[src/rtl/instr_fetch_unit.sv]
// Instruction fetch unit: program counter, next-PC selection, variable-latency
// instruction memory handshake, a one-entry pending buffer and the instruction
// register.
//
// Optional feature: define MISALIGN_TRAP_EN to trap on a misaligned next-PC.
// The unit then sets a sticky fetch_err and parks in the error state until reset.
// Without it, the low two bits of the next-PC are cleared on load, and fetch_err
// is tied low.
module instr_fetch_unit (
    input  logic        CLK,
    input  logic        Reset,
    input  logic        PCWre,
    input  logic [1:0]  PCSrc,
    input  logic        IRWre,
    input  logic [31:0] ext_imm,
    input  logic [31:0] rs_data,
    output logic        imem_req,
    output logic [31:0] imem_addr,
    input  logic        imem_ack,
    input  logic [31:0] imem_rdata,
    output logic [31:0] pc,
    output logic [31:0] pc4,
    output logic [31:0] ir,
    output logic [5:0]  op,
    output logic [5:0]  func,
    output logic        ir_valid,
    output logic        fetch_err
);

    typedef enum logic [2:0] {
        StBoot  = 3'd0,
        StFetch = 3'd1,
        StPend  = 3'd2,
        StReady = 3'd3,
        StErr   = 3'd4
    } state_e;

    state_e      state_q, state_d;
    logic [31:0] pc_q, pc_d;
    logic [31:0] ir_q, ir_d;
    logic [31:0] buf_q, buf_d;
    logic        ir_valid_q, ir_valid_d;

    logic [31:0] pc_plus4;
    logic [31:0] branch_target;
    logic [31:0] jump_target;
    logic [31:0] next_pc;

`ifdef MISALIGN_TRAP_EN
    logic        err_q, err_d;
    logic        misaligned;
`endif

    // Candidate targets; all arithmetic wraps modulo 2^32.
    always_comb begin
        pc_plus4      = pc_q + 32'd4;
        branch_target = pc_plus4 + (ext_imm << 2);
        jump_target   = {pc_plus4[31:28], ir_q[25:0], 2'b00};
        next_pc       = pc_plus4;
        unique case (PCSrc)
            2'b00: next_pc = pc_plus4;
            2'b01: next_pc = branch_target;
            2'b10: next_pc = rs_data;
            2'b11: next_pc = jump_target;
        endcase
    end

`ifdef MISALIGN_TRAP_EN
    // Only a register jump can produce a misaligned target, but check them all.
    always_comb begin
        misaligned = |next_pc[1:0];
    end
`endif

    // Next-state and datapath updates; a request is only issued in the fetch state.
    always_comb begin
        state_d    = state_q;
        pc_d       = pc_q;
        ir_d       = ir_q;
        buf_d      = buf_q;
        ir_valid_d = ir_valid_q;
        imem_req   = 1'b0;
`ifdef MISALIGN_TRAP_EN
        err_d      = err_q;
`endif
        unique case (state_q)
            StBoot: begin
                state_d = StFetch;
            end
            StFetch: begin
                imem_req = 1'b1;
                if (imem_ack) begin
                    if (IRWre) begin
                        ir_d       = imem_rdata;
                        ir_valid_d = 1'b1;
                        state_d    = StReady;
                    end else begin
                        // Control unit not ready for the IR yet; park the word.
                        buf_d   = imem_rdata;
                        state_d = StPend;
                    end
                end
            end
            StPend: begin
                if (IRWre) begin
                    ir_d       = buf_q;
                    ir_valid_d = 1'b1;
                    state_d    = StReady;
                end
            end
            StReady: begin
                // PCWre has priority over IRWre here: the IR keeps the current word.
                if (PCWre) begin
                    ir_valid_d = 1'b0;
`ifdef MISALIGN_TRAP_EN
                    pc_d = next_pc;
                    if (misaligned) begin
                        err_d   = 1'b1;
                        state_d = StErr;
                    end else begin
                        state_d = StFetch;
                    end
`else
                    pc_d    = next_pc & ~32'd3;
                    state_d = StFetch;
`endif
                end
            end
            StErr: begin
                state_d = StErr;
            end
            default: begin
                state_d = StBoot;
            end
        endcase
    end

    // State and datapath registers, cleared asynchronously by Reset.
    always_ff @(posedge CLK or negedge Reset) begin
        if (!Reset) begin
            state_q    <= StBoot;
            pc_q       <= 32'd0;
            ir_q       <= 32'd0;
            buf_q      <= 32'd0;
            ir_valid_q <= 1'b0;
        end else begin
            state_q    <= state_d;
            pc_q       <= pc_d;
            ir_q       <= ir_d;
            buf_q      <= buf_d;
            ir_valid_q <= ir_valid_d;
        end
    end

`ifdef MISALIGN_TRAP_EN
    // Sticky misalignment flag; cleared only by reset.
    always_ff @(posedge CLK or negedge Reset) begin
        if (!Reset) begin
            err_q <= 1'b0;
        end else begin
            err_q <= err_d;
        end
    end

    assign fetch_err = err_q;
`else
    assign fetch_err = 1'b0;
`endif

    assign pc        = pc_q;
    assign pc4       = pc_plus4;
    assign imem_addr = pc_q;
    assign ir        = ir_q;
    assign op        = ir_q[31:26];
    assign func      = ir_q[5:0];
    assign ir_valid  = ir_valid_q;

endmodule

[config.mk]
export PLATFORM = sky130hd
export DESIGN_NAME = instr_fetch_unit
export DESIGN_NICKNAME = d
export VERILOG_FILES = /design/src/rtl/instr_fetch_unit.sv
export SDC_FILE = /design/constraint.sdc
export NUM_CORES = 1
export LEC_CHECK = 0
export ABC_CLOCK_PERIOD_IN_PS = 5150
export CAP_MARGIN = 20
export CELL_PAD_IN_SITES_DETAIL_PLACEMENT = 0
export CELL_PAD_IN_SITES_GLOBAL_PLACEMENT = 1
export CORE_MARGIN = 4
export CORE_UTILIZATION = 32
export CTS_CLUSTER_DIAMETER = 40
export DETAILED_ROUTE_END_ITERATION = 10
export GPL_ROUTABILITY_DRIVEN = 0
export GPL_TIMING_DRIVEN = 0
export HOLD_SLACK_MARGIN = 0.03
export PLACE_DENSITY = 0.84
export SLEW_MARGIN = 20
export SYNTH_ARGS = -nofsm -noshare
export SYNTH_HDL_FRONTEND = slang
export SYNTH_SLANG_ARGS = --single-unit
[constraint.sdc]
create_clock -name CLK -period 5.15 [get_ports CLK]
set_input_delay 0.7725 -clock CLK [delete_from_list [all_inputs] [get_ports CLK]]
set_output_delay 0.7725 -clock CLK [all_outputs]
set_load 0.01 [all_outputs]
==> results.toml <==
[floorplan]
initial_core_util_pct = 32.47
fp.dieW_um = 159.3
dieHeight_um = 159.3
io_pins = 246
core-area_sq_um = 22570
rows = 55
dieArea_sq_um = 25390

[timing]
fin_worst_skew_ns = 0.007760
relSlewSlack_pct = 45.08
worstMarginPinSlew_ns = 0.8238
finalCritPeriodShare_pct = 93.83
setup_viol = 0
rsz0062_at_grt = "false"
fin_crit_ns = 4.832
slew_viol_final = 0
fmax_ghz = 0.2069
hold-worst-slack_ns = 0.3063
hold_violations = 0

[finish]
multi_input_area_sq_um = 4363
num-fill-cells = 2240
layout-drive-gt1-share_pct = 11.15
antenna_cells = 0
final_area_sq_um = 10430
area_growth_pct = 42.27
ff_latch_area_sq_um = 2452
nets = 1181
layoutNonFillerInstCount = 1334
fin_util_pct = 46.20

[logic_synthesis]
synth_edf_count = 0
netlist_instances = 792
async_flop_share_pct = 100.0
synthTopCellsByArea = "dfrtp_1 (33%), mux2i_1 (5.9%), ha_1 (5.6%)"
synth-main-ff-cell = "dfrtp_1"
yosysSeqAreaShare_pct = 33.46
synth_cell_types = 71
synth-seq-cells = 98
syn_avg_cell_area_sq_um = 9.254
synth_top_area_share_pct = 33.46
netlist_area_sq_um = 7330
yosys_warnings = 0
synth_top_cell_by_area = "dfrtp_1"

[routing]
drt_iter0_markers = 330
routed_wl_mm = 25.43
antenna_left = 0
viasPerCell = 5.135
drc = 0
first_pass_iters = 5
vias = 6850
wire_per_inst_um = 19.06

[placed_design]
placed_cells = 1318
io_buffers = 234
place_hpwl_mm = 20.57
dpl_cell_area_sq_um = 10080

[setup_path]
cp_data_arrival_time_ns = 5.10
crit_start = "imem_addr[3]"
r2r_start = "imem_addr[3]"
endpoint_kind = "register"
cp_slowest_cell = "a2111oi_0"
crit_chain = "ha_1, nand2_1, or2_1, clkbuf_1, nor3_2, nand3_1, xnor2_1, ha_1, and3_1, clkbuf_1, nand2_1, nand2_1, a2111oi_0, o31ai_1, xor2_1, o221ai_1, o21ai_1"
r2r_cells = 17
max_stage_delay_ns = 0.63
worstPathRequired_ns = 5.42
crit_type = "register to register"
start_kind = "register"
path_common_cell = "nand2_1"
crit_fanout = 7

[clock_tree]
htreeDepth = 3
cts_buffers = 9
hold_buffers = 0
clk_latency_ns = 0.34
cts.sinks = 98
cts_tree = "built"
clockBufferDepth = 2
clk_pin_slew_ns = 0.08
cts_root_buffer = "clkbuf_16"

[power_and_ir_drop]
power.switching_mw = 2.546
power_density_nw_per_um2 = 583.2
power_frac_clock_pct = 12.0
ir_drop_v = 0.0002559
p_int_mw = 3.535
p_seq_share_pct = 26.4
switching_share_pct = 41.87
p_leak_nw = 4.329
power_frac_comb_pct = 61.7

[grt]
overflow = 0
antenna_found_initial = 1
grt_max_degree = 72
grt_pass1_vias = 7031
grt_pass1_wl_mm = 39.69
grt_use_total_pct = 19.59

[status]
status = "finished clean"

[run]
timing.max_cap.violations = 0

[worst_hold_path]
hold_class = "input port to asynchronous set/reset pin"
==> synth_stat cells, types with 15 or more instances <==
master,count
nand3_1,23
nor2_1,42
clkbuf_1,35
ha_1,33
buf_4,49
xor2_1,18
a21oi_1,47
o21ai_0,46
mux2_1,18
xnor2_1,29
mux2_2,21
mux2i_1,43
dfrtp_1,98
mux4_2,15
nand2_1,106
==> timing repair <==
item / 4_1_cts / 5_1_grt
resized for setup: 0 / 4
setup endpoints to repair: 0 / 4
endpoints found under the hold margin: 0 / 0
buffers inserted: 0 / 0
==> placed cells by master, fill, tap and decap left out, types with 3 or more instances in the layout <==
master and instances:
a211oi_1 5, a21o_1 13, a21oi_1 47, a32oi_1 3
a41oi_1 3, and2_1 3, and3_1 10, buf_1 5
buf_4 49, clkbuf_1 35, clkbuf_16 9, clkdlybuf4s50_1 233
conb_1 7, dfrtp_1 98, ha_1 32, inv_1 9
inv_6 3, mux2_1 18, mux2_2 21, mux2i_1 43
mux4_2 15, nand2_1 106, nand2b_1 9, nand3_1 23
nand4_1 7, nor2_1 42, nor2b_1 3, nor3_1 9
nor3b_1 5, o211ai_1 5, o21a_1 8, o21ai_0 46
o21ai_1 11, o21bai_1 3, o221ai_1 4, o22a_1 3
o22ai_1 4, or3_1 3, xnor2_1 28, xor2_1 17
==> area by class of cell <==
cell class	count	share of cell area, %
Inverter	11	0.3960
Timing Repair Buffer	235	22.74
Tap cell	285	3.420
Clock buffer	10	2.292
Buffer	90	5.016
Clock inverter	6	0.7799
Sequential cell	98	23.52
Multi-Input combinational cell	599	41.84
==> power by group through the flow <==
| stage | sequential [mW] | combinational, mW | clock, mW |
|---|---|---|---|
| floorplan | 1.57 | 2.00 | 0 |
| detailed placement | 1.61 | 3.75 | 0 |
| global placement | 1.60 | 3.71 | 0 |
| finish | 1.60 | 3.75 | 0.727 |
| global route | 1.67 | 4.08 | 0.777 |
| CTS | 1.60 | 3.77 | 0.743 |
==> through the flow <==
stage	worst slack, ns	TNS [ns]	total power [mW]
floorplan	1.125	0	3.573
global placement	-0.7536	-72.43	5.308
detailed placement	0.07640	0	5.362
CTS	0.05145	0	6.113
global route	0.01176	0	6.530
finish	0.3176	0	6.081
==> layer usage <==
layer | track usage [%] | vias up | part of all wire (%)
met3 | 4.375 | 22 | 6.2
met5 | 0 | - | 0.079
met4 | 3.432 | 2 | 1.1
li1 | - | 3301 | -
met1 | 25.68 | 3313 | 44
met2 | 33.70 | 212 | 49
==> final timing paths <==
kind | to | slack (ns)
max in group asynchronous | buf_q[15] | 4.18
min reg2reg | buf_q[11] | 0.49
max reg2reg | imem_addr[25] | 0.32
min | imem_addr[28] | 0.31
min in group CLK | buf_q[11] | 0.49
max | imem_addr[25] | 0.32
==> logic make-up after synthesis <==
family | count (synthesis) | share of synthesized area (%)
other cells | 1 | 0.05116
buf+inv | 101 | 7.699
compound gates | 177 | 15.09
flops | 98 | 33.46
mux | 97 | 16.47
simple gates | 236 | 15.33
fa+ha+maj | 34 | 5.907
xor+xnor | 48 | 5.992
==> worst max-delay path, delay by kind of cell, from the launching register on <==
family / cells / cell delay [ns]
XOR/XNOR: 2 / 0.78
adder cells (fa/ha/maj): 2 / 0.70
flip-flops: 1 / 0.47
AND/OR/NAND/NOR: 7 / 1.32
buffers and inverters: 2 / 0.35
AO/OA/AOI/OAI: 4 / 1.13
==> state kept, by name, summed over array words and instances, names as in the netlist <==
signal	cells
ir_valid	1
ir	32
buf_q	32
imem_addr	30
state_q	3
Note: power is estimated with default switching activity, not from simulation.
